==> src/rtl/product_acc_pkg.sv <==
// Shared types and constants for the product accumulator.
// The state encoding is fixed at 2 bits so that waveforms decode the same way in every build.
package product_acc_pkg;

   localparam int PROD_W      = 8;
   localparam int DEF_ACC_W   = 16;
   localparam int DEF_MAX_LEN = 16;

   typedef enum logic [1:0] {
      ST_IDLE  = 2'd0,
      ST_ACCUM = 2'd1,
      ST_DONE  = 2'd2
   } state_t;

endpackage

==> src/rtl/product_accumulator_if.sv <==
// Product-beat input handshake and held-result output handshake.
// slave = accumulator side, master = producer/sink side.
interface product_accumulator_if #(
   parameter int ACC_W = product_acc_pkg::DEF_ACC_W,
   parameter int CNT_W = $clog2(product_acc_pkg::DEF_MAX_LEN + 1)
);
   logic                              in_valid;
   logic                              in_ready;
   logic [product_acc_pkg::PROD_W-1:0] in_data;
   logic                              in_last;
   logic                              out_valid;
   logic                              out_ready;
   logic [ACC_W-1:0]                  out_data;
   logic [CNT_W-1:0]                  out_count;
   logic                              out_ovf;
   logic                              out_trunc;

   modport slave (
      input  in_valid, in_data, in_last, out_ready,
      output in_ready, out_valid, out_data, out_count, out_ovf, out_trunc
   );

   modport master (
      output in_valid, in_data, in_last, out_ready,
      input  in_ready, out_valid, out_data, out_count, out_ovf, out_trunc
   );
endinterface

==> src/rtl/acc_add_sat.sv <==
// Combinational accumulate step: acc + zero-extended product, carry out of ACC_W.
// Saturating clamp is built only when PRODUCT_ACC_SATURATE_EN is defined; otherwise the sum wraps.
module acc_add_sat import product_acc_pkg::*; #(
   parameter int ACC_W = DEF_ACC_W
) (
   input  logic [ACC_W-1:0]  i_acc,
   input  logic [PROD_W-1:0] i_addend,
   input  logic              i_sat_mode,
   output logic [ACC_W-1:0]  o_acc,
   output logic              o_carry
);
   logic [ACC_W:0] w_sum;

   assign w_sum   = {1'b0, i_acc} + {{(ACC_W + 1 - PROD_W){1'b0}}, i_addend};
   assign o_carry = w_sum[ACC_W];

`ifdef PRODUCT_ACC_SATURATE_EN
   // Once clamped, any further non-zero add carries again, so the clamp holds for the frame.
   assign o_acc = (i_sat_mode && w_sum[ACC_W]) ? {ACC_W{1'b1}} : w_sum[ACC_W-1:0];
`else
   logic w_unused_sat;
   assign w_unused_sat = i_sat_mode;
   assign o_acc        = w_sum[ACC_W-1:0];
`endif
endmodule

==> src/rtl/product_accumulator.sv <==
// Accumulates a frame of 8-bit products into an ACC_W sum; result held in DONE until the sink takes it.
// Optional build macro: PRODUCT_ACC_SATURATE_EN (clamp instead of wrap on overflow).
module product_accumulator import product_acc_pkg::*; #(
   parameter int ACC_W   = DEF_ACC_W,
   parameter int MAX_LEN = DEF_MAX_LEN
) (
   input  logic                 clk,
   input  logic                 rst,
   product_accumulator_if.slave bus
);
   localparam int CNT_W = $clog2(MAX_LEN + 1);

   state_t           r_state, w_state_nxt;
   logic [ACC_W-1:0] r_acc, w_acc_nxt;
   logic [CNT_W-1:0] r_count, w_count_nxt;
   logic             r_ovf, w_ovf_nxt;
   logic             r_trunc, w_trunc_nxt;
   logic             r_in_ready;

   logic             w_xfer;
   logic [ACC_W-1:0] w_add_acc;
   logic             w_add_carry;
   logic [CNT_W-1:0] w_count_inc;

   assign w_xfer      = bus.in_valid & r_in_ready;
   assign w_count_inc = r_count + CNT_W'(1);

   acc_add_sat #(.ACC_W(ACC_W)) u_add (
      .i_acc      (r_acc),
      .i_addend   (bus.in_data),
      .i_sat_mode (1'b1),
      .o_acc      (w_add_acc),
      .o_carry    (w_add_carry)
   );

   always_comb begin
      w_state_nxt = r_state;
      w_acc_nxt   = r_acc;
      w_count_nxt = r_count;
      w_ovf_nxt   = r_ovf;
      w_trunc_nxt = r_trunc;
      case (r_state)
         ST_IDLE: begin
            // acc is zero here, so the adder output equals in_data.
            if (w_xfer) begin
               w_acc_nxt   = w_add_acc;
               w_count_nxt = CNT_W'(1);
               w_ovf_nxt   = w_add_carry;
               if (bus.in_last || (MAX_LEN == 1)) begin
                  w_state_nxt = ST_DONE;
                  w_trunc_nxt = (MAX_LEN == 1) && !bus.in_last;
               end else begin
                  w_state_nxt = ST_ACCUM;
               end
            end
         end
         ST_ACCUM: begin
            if (w_xfer) begin
               w_acc_nxt   = w_add_acc;
               w_count_nxt = w_count_inc;
               w_ovf_nxt   = r_ovf | w_add_carry;
               if (bus.in_last) begin
                  w_state_nxt = ST_DONE;
               end else if (w_count_inc == CNT_W'(MAX_LEN)) begin
                  w_state_nxt = ST_DONE;
                  w_trunc_nxt = 1'b1;
               end
            end
         end
         ST_DONE: begin
            if (bus.out_ready) begin
               w_state_nxt = ST_IDLE;
               w_acc_nxt   = '0;
               w_count_nxt = '0;
               w_ovf_nxt   = 1'b0;
               w_trunc_nxt = 1'b0;
            end
         end
         default: w_state_nxt = ST_IDLE;
      endcase
   end

   // in_ready is registered so it stays low for the first cycle after reset releases.
   always_ff @(posedge clk) begin
      if (rst) begin
         r_state    <= ST_IDLE;
         r_acc      <= '0;
         r_count    <= '0;
         r_ovf      <= 1'b0;
         r_trunc    <= 1'b0;
         r_in_ready <= 1'b0;
      end else begin
         r_state    <= w_state_nxt;
         r_acc      <= w_acc_nxt;
         r_count    <= w_count_nxt;
         r_ovf      <= w_ovf_nxt;
         r_trunc    <= w_trunc_nxt;
         r_in_ready <= (w_state_nxt != ST_DONE);
      end
   end

   assign bus.in_ready  = r_in_ready;
   assign bus.out_valid = (r_state == ST_DONE);
   assign bus.out_data  = r_acc;
   assign bus.out_count = r_count;
   assign bus.out_ovf   = r_ovf;
   assign bus.out_trunc = r_trunc;
endmodule

==> src/flat_wrapper.sv <==
// flat-port wrapper written by rule: the top's interface ports become plain ports
module product_accumulator_flat import product_acc_pkg::*;
#(
   parameter int ACC_W   = DEF_ACC_W,
   parameter int MAX_LEN = DEF_MAX_LEN
)
  (clk, rst, bus_in_valid, bus_in_data, bus_in_last, bus_out_ready, bus_in_ready, bus_out_valid, bus_out_data, bus_out_count, bus_out_ovf, bus_out_trunc);
  product_accumulator_if #(.ACC_W(ACC_W), .CNT_W(($clog2(MAX_LEN + 1)))) bus_i ();
  input  logic clk;
  input  logic rst;
  input wire logic [$bits(bus_i.in_valid)-1:0] bus_in_valid;
  input wire logic [$bits(bus_i.in_data)-1:0] bus_in_data;
  input wire logic [$bits(bus_i.in_last)-1:0] bus_in_last;
  input wire logic [$bits(bus_i.out_ready)-1:0] bus_out_ready;
  output wire logic [$bits(bus_i.in_ready)-1:0] bus_in_ready;
  output wire logic [$bits(bus_i.out_valid)-1:0] bus_out_valid;
  output wire logic [$bits(bus_i.out_data)-1:0] bus_out_data;
  output wire logic [$bits(bus_i.out_count)-1:0] bus_out_count;
  output wire logic [$bits(bus_i.out_ovf)-1:0] bus_out_ovf;
  output wire logic [$bits(bus_i.out_trunc)-1:0] bus_out_trunc;
  assign bus_i.in_valid = bus_in_valid;
  assign bus_i.in_data = bus_in_data;
  assign bus_i.in_last = bus_in_last;
  assign bus_i.out_ready = bus_out_ready;
  assign bus_in_ready = bus_i.in_ready;
  assign bus_out_valid = bus_i.out_valid;
  assign bus_out_data = bus_i.out_data;
  assign bus_out_count = bus_i.out_count;
  assign bus_out_ovf = bus_i.out_ovf;
  assign bus_out_trunc = bus_i.out_trunc;
  product_accumulator #(.ACC_W(ACC_W), .MAX_LEN(MAX_LEN)) u_core (.clk(clk), .rst(rst), .bus(bus_i));
endmodule
==> config.mk <==
export PLATFORM = sky130hd
export DESIGN_NAME = product_accumulator_flat
export DESIGN_NICKNAME = d
export VERILOG_FILES = /design/src/rtl/product_acc_pkg.sv /design/src/rtl/product_accumulator_if.sv /design/src/rtl/acc_add_sat.sv /design/src/rtl/product_accumulator.sv /design/src/flat_wrapper.sv
export SDC_FILE = /design/constraint.sdc
export NUM_CORES = 1
export LEC_CHECK = 0
export BUFFER_PORTS_ARGS = -buffer_cell sky130_fd_sc_hd__buf_4
export CAP_MARGIN = 20
export CORE_ASPECT_RATIO = 1.2
export CORE_MARGIN = 5
export CORE_UTILIZATION = 45
export DETAILED_ROUTE_END_ITERATION = 8
export PLACE_DENSITY_LB_ADDON = 0.05
export SLEW_MARGIN = 20
export SYNTH_ARGS = -nofsm -noshare
export SYNTH_HDL_FRONTEND = slang
export SYNTH_SLANG_ARGS = --single-unit
==> constraint.sdc <==
create_clock -name clk -period 2.1 [get_ports clk]
set_input_delay 0.42 -clock clk [delete_from_list [all_inputs] [get_ports clk]]
set_output_delay 0.42 -clock clk [all_outputs]
set_load 0.005 [all_outputs]
# Word-level counts from Yosys, hierarchy flattened
# Index checks and enable logic that the tools add are counted.
[totals]
latchBits = 0
mem_bits_ro = 0
output_inout_bits = 25
ff_bits = 26
wordCells = 52
mem_bits_rw = 0
memories = 0
[op_classes]
div_mod_pow = 0
reduce_logical = 7
mux = 24
order_cmp = 0
bitwise = 2
eq_ne = 11
n_shift = 0
n_mul = 0
addsub = 2
[ops]
columns = ["op", "n"]
rows = [
  ["two-way mux 16 bit", 2],
  ["case mux 16 bit (2 select lines)", 1],
  ["adder 16 x 8 -> 17 bit", 1],
  ["two-way mux 5 bit", 3],
  ["case mux 5 bit (3 select lines)", 1],
  ["two-way mux 2 bit", 6],
  ["two-way mux 1 bit", 8],
  ["!= test 2 x 1 -> 1 bit (second input constant)", 4],
  ["!= test 2 bit (second input constant)", 4],
  ["AND reduction 7 bit", 1],
  ["case mux 1 bit (3 select lines)", 2],
  ["case mux 2 bit (3 select lines)", 1],
  ["adder 5 x 1 -> 5 bit (second input constant)", 1],
  ["== test 5 bit (second input constant)", 1],
  ["AND reduction 4 bit", 1],
  ["AND reduction 3 bit", 1],
  ["nonzero test 3 bit", 1],
  ["== test 2 x 1 -> 1 bit (second input constant)", 1],
  ["== test 2 bit (second input constant)", 1],
  ["logical NOT 2 bit", 1],
  ["nonzero test 2 bit", 1],
  ["OR reduction 2 bit", 1],
  ["bitwise AND 1 bit", 1],
  ["OR 1 bit", 1],
]

# Depth between registers and ports, before layout
# Gate-level depths: netlist (run 1).
[depth]
depth_word = 7
ltp_mapped = 9
depth_no_buf = 8

# By module
# A second synthesis (run 1) with hierarchy kept.
[unflattened]
hier_cells = 240
hier_area_um2 = 1871.8
[modules_own_cells]
columns = ["mod", "cells_each", "instances", "seq_area_each_um2", "area_each_um2"]
rows = [
  ["product_accumulator", 156, 1, 520.5, 1277.5],
  ["acc_add_sat", 84, 1, 0.0, 594.3],
]

# Worst setup path after synthesis (run 1)
# Ideal clock, no wire load.
[synth_path]
path_type = "input to register"
start = "input port bus_in_data[0]"
end = "register u_core.r_acc[12], in the netlist u_core.bus.out_data[12]"
cell_stages = 8
setup_slack_ns = -0.074
required_ns = 2.030
n_path_buf = 0
t_arrival_ns = 2.104
setup_ns = 0.070
cell_sequence = "ha_1 inv_1 fa_1 and2b_1 o31ai_2 a31o_4 or4_1 a21oi_1"
[synth_between]
elab_chain_len = 3
[synth_rtl]
columns = ["item", "line", "rtl"]
rows = [
  ["start: declaration", "flat_wrapper.sv:12", "input wire logic [$bits(bus_i.in_data)-1:0] bus_in_data;"],
  ["adder 16 x 8 -> 17 bit", "acc_add_sat.sv:14", "assign w_sum = {1'b0, i_acc} + {{(ACC_W + 1 - PROD_W){1'b0}}, i_addend};"],
  ["two-way mux 16 bit", "product_accumulator.sv:45, product_accumulator.sv:58", ""],
  ["case mux 16 bit (2 select lines)", "product_accumulator.sv:42", "case (r_state)"],
  ["end signal: assignment", "product_accumulator.sv:94", "r_acc <= w_acc_nxt;"],
  ["end: declaration", "product_accumulator.sv:14", "logic [ACC_W-1:0] r_acc, w_acc_nxt;"],
]
# Every way passes these cells. The select of a mux whose other input is x is not followed.
# A chain may end at the register's enable or synchronous reset.

# Worst setup path in the final report (run 1)
[layout_path]
start = "register u_core.r_acc[0], in the netlist u_core.bus.out_data[0]"
end = "register u_core.r_acc[8], in the netlist u_core.bus.out_data[8]"
[layout_between]
elab_chain_len = 3
[layout_rtl]
columns = ["item", "line"]
rows = [
  ["adder 16 x 8 -> 17 bit", "acc_add_sat.sv:14"],
  ["two-way mux 16 bit", "product_accumulator.sv:45, product_accumulator.sv:58"],
  ["case mux 16 bit (2 select lines)", "product_accumulator.sv:42"],
]
# Every way passes these cells. The select of a mux whose other input is x is not followed.

==> results of run 1 <==
-- layout by cell type, fill, tap and decap left out, types with 3 or more instances in the layout --
cell,count
o21ai_0,9
nand4_1,3
nor2_1,13
and2_1,4
clkbuf_8,3
or4_1,3
a21oi_2,3
o211ai_1,4
ha_1,12
buf_4,51
inv_1,8
nand2_1,23
mux2i_1,5
and3_1,4
a21oi_1,24
nand3_1,6
nor3_1,6
nand4b_1,5
or3_1,3
nand2b_1,5
dfxtp_1,24
-- registers in the layout (all words and copies together), names as in the netlist --
name                  flops
u_core.bus.out_data      16
u_core.bus.in_ready       1
u_core.bus.out_trunc      1
u_core.bus.out_count      5
u_core.r_state            2
u_core.bus.out_ovf        1
-- worst min-delay path by stage --
stage,to,start,cells after the start,slack [ps]
final,u_core.bus.out_count[3],rst,2,470
after global routing,u_core.bus.out_data[3],rst,2,480
after CTS,u_core.bus.out_data[0],rst,2,460
after detailed placement,u_core.bus.out_ovf,u_core.bus.out_ovf,2,460
after global placement,u_core.bus.out_data[3],u_core.bus.out_data[3],2,470
after floorplan,u_core.bus.out_ovf,u_core.bus.out_ovf,2,450
-- power by group through the flow --
stage	Combinational, uW	Clock, uW	Sequential, uW
CTS	451	305	553
detailed placement	439	0	563
floorplan	270	0	563
global placement	436	0	563
finish	456	288	554
global route	509	313	558
-- logic make-up after synthesis --
kind of cell,count (synthesis),synth area share
AOI/OAI and AO/OA,66,0.257
muxes,5,0.0287
xor gates and xnor gates,1,0.00502
DFF,26,0.298
buffers and inverters,17,0.0395
adders and majority gates,14,0.105
and+or+nand+nor,85,0.267
-- metrics by stage --
stage	hold slack [ps]	TNS, ps	std cells	power [uW]	util
after detailed placement	462	-726	309	1000	0.584
after global routing	477	-100	314	1380	0.610
after CTS	463	0	313	1310	0.603
after floorplan	453	-25.6	214	833	-
after global placement	472	-534	309	999	0.584
final	470	0	314	1300	0.610
-- per-layer routing --
metal	up-vias	wire, um	global-route usage
li1	898	-	-
met1	824	1930	0.214
met2	46	2220	0.311
met3	6	187	0.0229
met4	0	64	0.0630
met5	-	0	0
-- final cells by class --
cell class / count / share of cell area
clock buffers: 3 / 0.0183
inverters: 10 / 0.0167
multi-input cells: 171 / 0.529
flip-flops and latches: 26 / 0.232
well taps: 52 / 0.0289
repair buffers: 52 / 0.175
-- what timing repair did --
item / in CTS / in global routing
cloned: 0 / 0
pin swaps: 9 / 7
endpoints found under the setup margin: 4 / 9
resized for setup: 6 / 5
setup buffers: 1 / 1
==> flow_summary.toml, run 1 <==
[floorplan]
chipWidth_um = 66.8
core_um2 = 3690
die-area_um2 = 5230
initial_core_util = 0.472
rows = 24
die_y_um = 78.2
io_pins = 38

[route]
drt-total-wl_um = 4400
antenna_left = 0
num_vias = 1774
first_iter_violations = 95
via_per_inst = 5.65
drtPass1Iterations = 4
route.detailed.drc = 0
wl_per_cell_um = 14.0

[power_and_ir_drop]
p_per_area_nw_per_um2 = 576
clockPowerShare = 0.222
seqPwrFrac = 0.427
leakagePower_uw = 0.000932
ir_drop_uv = 342
power_switching_uw = 427
power.internal_uw = 870
p_comb_frac = 0.351
p_sw_frac = 0.329

[cts]
cts_htree_levels = 1
cts_root_buf = "clkbuf_8"
cts_num_sinks = 26
cts_tree = "yes"
clk_pin_slew_ps = 90
cts_buffers = 3
clk_latency_ps = 270
cts_buffer_depth = 2
ctsHoldBuffers = 0

[timing]
final-setup-viol-count = 0
post-route-min-period_ps = 2070
fmaxAchievable_mhz = 484
grt_setup_unrepaired = "true"
clock_skew_ps = 2.29
hold_viol = 0
period_share = 0.984
worstMarginPinSlew_ps = 398
drv_slew = 0
fin_ws_ps = 33.0
relSlewSlack = 0.735

[final_layout]
filler_cell_count = 356
n_antenna_cell = 0
stdcell_area_um2 = 2250
regArea_um2 = 523
drive_gt1_frac = 0.282
multi_input_comb_area_um2 = 1190
area_growth_syn_to_layout_pct = 29.2
nets = 291

[grt]
grt_pass1_vias = 1692
track_usage = 0.176
grt_max_degree = 18
grt_pass1_wl_um = 7460
grt_overflow = 0
antenna_found_initial = 0

[worst_setup_path]
regToRegEndpoint = "u_core.bus.out_data[8]"
required_ps = 2310
max_stage_delay_ps = 370
end_kind = "flip-flop"
reg2reg_depth = 9
cp-start-kind = "flip-flop"
rr_startpoint = "u_core.bus.out_data[0]"
worst-r2r-setup-slack_ps = 30
crit_family = "simple AND/OR/NAND/NOR gates"
cp_max_fo = 7
crit_type = "reg2reg"
worst_ep_arrival_time_ps = 2270
path_cells = "ha_4 > inv_2 > fa_2 > and2b_2 > o31ai_4 > a31o_4 > buf_6 > or3_1 > a21oi_1"
cp_slowest_cell = "dfxtp_2"
critPathLaunch = "u_core.bus.out_data[0]"
critPathBufInv = 2
cp.depth = 9
worstSetupEndpoint = "u_core.bus.out_data[8]"

[placement]
gp_congestion = 0.805
dp_slack_ps = -188
hpwlAfterDp_um = 3310
placed_cell_area_um2 = 2160
port_buffers = 37

[synth]
syn_inst = 214
yosysUniqueCellTypes = 53
synth_edf_count = 0
ys.flop_type = "dfxtp_1"
synth_area_leaders = "dfxtp_1, ha_1, a21oi_1"
synth_seq_area_share = 0.298
yosysWarnings = 0
synth_top_area_share = 0.298
yosys-top-cells-count = "a21oi_1, dfxtp_1, nand2_1, ha_1, nor2_1"
avgSynthCellArea_um2 = 8.15
yosys_register_bits = 26
syn_nets = 241
yosysTopAreaCell = "dfxtp_1"
async_flop_share = 0
synth.cell_area_um2 = 1740

[flow_run]
cap_violations = 0

[hold_path]
worst_hold_path_type = "in2reg"

[outcome]
status = "completed"
Note: power is estimated with default switching activity, not from simulation.
==> run 2: changes to the inputs <==
--- a/config.mk
+++ b/config.mk
@@ -11,6 +11,7 @@
 export CORE_MARGIN = 5
 export CORE_UTILIZATION = 45
 export DETAILED_ROUTE_END_ITERATION = 8
+export MAX_ROUTING_LAYER = met4
 export PLACE_DENSITY_LB_ADDON = 0.05
 export SLEW_MARGIN = 20
 export SYNTH_ARGS = -nofsm -noshare
==> constraint.sdc (replaced) <==
create_clock -name clk -period 1.8 [get_ports clk]
set_input_delay 0.36 -clock clk [delete_from_list [all_inputs] [get_ports clk]]
set_output_delay 0.36 -clock clk [all_outputs]
set_load 0.005 [all_outputs]
==> flow_summary.toml, run 2 (same netlist as run 1, synthesis figures left out) <==
[worst_setup_path]
required_ps = 2010
end_kind = "flip-flop"
max_stage_delay_ps = 420
crit_family = "simple AND/OR/NAND/NOR gates"
cp_max_fo = 7
critPathBufInv = 1
cp_slowest_cell = "or4_4"
crit_type = "reg2reg"
path_cells = "ha_4 > inv_2 > fa_2 > and2b_2 > o31ai_4 > a31o_4 > or4_4 > a21oi_2"
cp-start-kind = "flip-flop"
worst_ep_arrival_time_ps = 2240

[placement]
dp_slack_ps = -335
gp_congestion = 0.852
hpwlAfterDp_um = 3420
dp_cells = 323
port_buffers = 37

[timing]
drv_slew = 0
hold_viol = 0
final-setup-viol-count = 7
fmaxAchievable_mhz = 492
relSlewSlack = 0.757
worstMarginPinSlew_ps = 362
grt_setup_unrepaired = "true"
fin_ws_ps = -233
post-route-min-period_ps = 2030
clock_skew_ps = 1.99
period_share = 1.13

[final_layout]
drive_gt1_frac = 0.399
nets = 307
final_util = 0.678
n_antenna_cell = 0
layout_common_cells = "buf_4, nand2_1, dfxtp_1"
layout.cells.non_filler = 330
filler_cell_count = 327
area_growth_syn_to_layout_pct = 43.6
largest_reg_flops = 16
layout_commonest_cell = "buf_4"

[route]
drt-total-wl_um = 4670
route.detailed.drc = 0
antenna_left = 0
via_per_inst = 5.48
first_iter_violations = 115
wl_per_cell_um = 14.2
drtPass1Iterations = 6
num_vias = 1808

[cts]
clk_latency_ps = 270
cts_root_buf = "clkbuf_8"
cts_buffers = 3
ctsHoldBuffers = 0
cts_num_sinks = 26
cts_buffer_depth = 2
clk_pin_slew_ps = 90
cts_tree = "yes"
cts_htree_levels = 1

[power_and_ir_drop]
power_switching_uw = 537
leakagePower_uw = 0.00102
clockPowerShare = 0.206
seqPwrFrac = 0.399
p_per_area_nw_per_um2 = 647
ir_drop_uv = 362
p_comb_frac = 0.395
power.internal_uw = 1080
p_sw_frac = 0.331

[grt]
track_usage = 0.187
antenna_found_initial = 0
grt_pass1_wl_um = 7760
grt_overflow = 0
grt_max_degree = 18
grt_pass1_vias = 1743

[floorplan]
die_y_um = 78.2
io_pins = 38
initial_core_util = 0.472
core_um2 = 3690
die-area_um2 = 5230
chipWidth_um = 66.8
rows = 24

[outcome]
status = "finished, violations left"
violations = "negative setup slack"

[flow_run]
cap_violations = 0

[hold_path]
worst_hold_path_type = "in2reg"
[run 2: cell types whose count changed in the layout (fill, tap and decap cells not counted), sizes merged]
cell / delta
buf: +16
[run 2: final cells by class]
class                           count  area (um2)  share of cell area
Timing Repair Buffer               68         514               0.205
Clock buffer                        3        41.3              0.0165
Multi-Input combinational cell    171        1320               0.527
Inverter                           10        37.5              0.0150
Tap cell                           52        65.1              0.0260
Sequential cell                    26         527               0.210
[run 2: repair_timing]
action	4_1_cts	5_1_grt
resized for setup	9	25
setup buffers	1	3
cloned	0	0
pin swaps	2	14
setup endpoints to repair	13	19
[run 2: final timing paths]
check	startpoint	endpoint	slack, ps	cells after the start
max reg2reg	u_core.bus.out_data[0]	u_core.bus.out_data[12]	-230	8
min reg2reg	u_core.bus.out_data[9]	u_core.bus.out_data[9]	500	2
max	u_core.bus.out_data[0]	u_core.bus.out_data[12]	-230	8
min	rst	u_core.bus.out_data[4]	420	2
[run 2: power by group through the flow]
stage / Sequential, uW / Clock [uW] / Combinational [uW]
global route: 652 / 361 / 711
global placement: 658 / 0 / 566
detailed placement: 659 / 0 / 568
floorplan: 661 / 0 / 324
CTS: 647 / 347 / 595
finish: 646 / 335 / 641
[run 2: stage by stage]
stage	hold slack, ps	TNS (ps)	cell area [um2]	power (uW)
6_report	421	-887	2500	1620
5_1_grt	431	-1850	2500	1720
4_1_cts	418	-817	2390	1590
3_5_place_dp	470	-1910	2300	1230
3_3_place_gp	465	-1780	2300	1220
2_1_floorplan	453	-459	1790	986
[run 2: routing by layer]
metal | up-vias | GRT usage | wire length, um
met3 | 2 | 0.0229 | 155
met4 | 0 | 0.0467 | 17
met2 | 38 | 0.315 | 2380
li1 | 919 | - | -
met5 | - | - | 0
met1 | 849 | 0.236 | 2110
==> run 3: changes to the inputs <==
--- a/config.mk
+++ b/config.mk
@@ -5,7 +5,7 @@
 export SDC_FILE = /design/constraint.sdc
 export NUM_CORES = 1
 export LEC_CHECK = 0
-export BUFFER_PORTS_ARGS = -buffer_cell sky130_fd_sc_hd__buf_4
+export BUFFER_PORTS_ARGS = -buffer_cell sky130_fd_sc_hd__buf_2
 export CAP_MARGIN = 20
 export CORE_ASPECT_RATIO = 1.2
 export CORE_MARGIN = 5
==> constraint.sdc (replaced) <==
create_clock -name clk -period 1.8 [get_ports clk]
set_input_delay 0 -clock clk [delete_from_list [all_inputs] [get_ports clk]]
set_output_delay 0 -clock clk [all_outputs]
set_load 0.005 [all_outputs]
==> flow_summary.toml, run 3 (same netlist as run 1, synthesis figures left out) <==
[final_layout]
area_growth_syn_to_layout_pct = 34.5
drive_gt1_frac = 0.375
n_antenna_cell = 0
layout.cells.non_filler = 327
stdcell_area_um2 = 2350
largest_reg_flops = 16
nets = 304
layout_common_cells = "buf_2, buf_4, nand2_1"
layout_commonest_cell = "buf_2"

[placement]
placed_cell_area_um2 = 2190
port_buffers = 37
hpwlAfterDp_um = 3570
dp_cells = 322
gp_congestion = 0.803
dp_slack_ps = -227

[route]
drtPass1Iterations = 4
antenna_left = 0
route.detailed.drc = 0
first_iter_violations = 79
via_per_inst = 5.57
drt-total-wl_um = 4620
wl_per_cell_um = 14.1
num_vias = 1822

[grt]
grt_pass1_vias = 1774
grt_pass1_wl_um = 7710
grt_use_met3 = 0.0271
grt_use_met2 = 0.315
track_usage = 0.186
met1_usage = 0.228
gr-max-usage-layer = "met2"
antenna_found_initial = 0
grt_overflow = 0
grt_max_degree = 18

[worst_setup_path]
crit_type = "reg2reg"
cp-start-kind = "flip-flop"
end_kind = "flip-flop"
max_stage_delay_ps = 360
cp_slowest_cell = "dfxtp_2"
required_ps = 1970
rr_startpoint = "u_core.bus.out_data[0]"
worst_ep_arrival_time_ps = 2190
path_cells = "ha_4 > inv_2 > fa_2 > and2b_1 > o31ai_2 > a31o_4 > buf_4 > o31ai_1 > a21oi_2"
cp_max_fo = 7
critPathLaunch = "u_core.bus.out_data[0]"

[cts]
cts_htree_levels = 1
clk_pin_slew_ps = 100
cts_tree = "yes"
cts_root_buf = "clkbuf_8"
cts_buffers = 3
ctsHoldBuffers = 0
clk_latency_ps = 270
cts_buffer_depth = 2
cts_num_sinks = 26

[floorplan]
rows = 24
chipWidth_um = 66.8
die-area_um2 = 5230
initial_core_util = 0.472
die_y_um = 78.2
core_um2 = 3690
io_pins = 38

[outcome]
status = "finished, violations left"
violations = "negative setup slack"

[timing]
relSlewSlack = 0.724
fin_ws_ps = -222
final-setup-viol-count = 5
hold_viol = 0
post-route-min-period_ps = 2020
clock_skew_ps = 9.04
fin_setup_tns_ps = -805
period_share = 1.12
worstMarginPinSlew_ps = 415
drv_slew = 0
grt_setup_unrepaired = "true"
fmaxAchievable_mhz = 495

[power_and_ir_drop]
ir_drop_uv = 366
power_uw = 1580
p_per_area_nw_per_um2 = 673
leakagePower_uw = 0.000990

[hold_path]
min-delay-start = "bus_in_last"
worst_hold_path_type = "in2reg"

[flow_run]
cap_violations = 0
[run 3: cell types whose count changed in the layout (fill, tap and decap cells not counted), sizes merged]
cell and delta:
buf -3
[run 3: path summary, 6_finish.rpt]
path / end / slack [ps] / cells past startpoint
max: u_core.bus.out_data[14] / -220 / 9
max reg2reg: u_core.bus.out_data[14] / -220 / 9
min: u_core.r_state[0] / 140 / 4
min reg2reg: u_core.bus.out_ovf / 480 / 2
[run 3: metrics by stage]
step	hold slack, ps	util
after floorplan	244	-
after global placement	393	0.593
after detailed placement	403	0.593
after CTS	139	0.618
after global routing	142	0.635
final	143	0.635
[run 3: repair_timing]
action / 4_1_cts / 5_1_grt
endpoints found under the setup margin: 13 / 18
resized for setup: 10 / 17
buffers inserted: 2 / 1
pin swaps: 7 / 11
[run 3: final cells by class]
class	instances	area, um2
fillers	354	1350
multi-input cells	171	1280
flip-flops and latches	26	527
repair buffers	65	395
well taps	52	65.1
clock buffers	3	41.3
inverters	10	37.5
[run 3: where the power goes]
| group | internal (uW) | switching, uW |
|---|---|---|
| Sequential | 614 | 32.2 |
| Clock | 150 | 188 |
| Combinational | 288 | 306 |
[run 3: metal layers]
layer | vias to the layer above | part of all wire
li1 | 913 | -
met5 | - | 0
met2 | 51 | 0.50
met4 | 0 | 0.013
met1 | 850 | 0.44
met3 | 8 | 0.048
[run 3: worst max-delay path, delay by kind of cell, from the launching register on]
family          cells  cell delay, ps
simple gates        1             240
compound gates      4             700
buf+inv             2             170
flops               1             360
fa+ha+maj           2             450
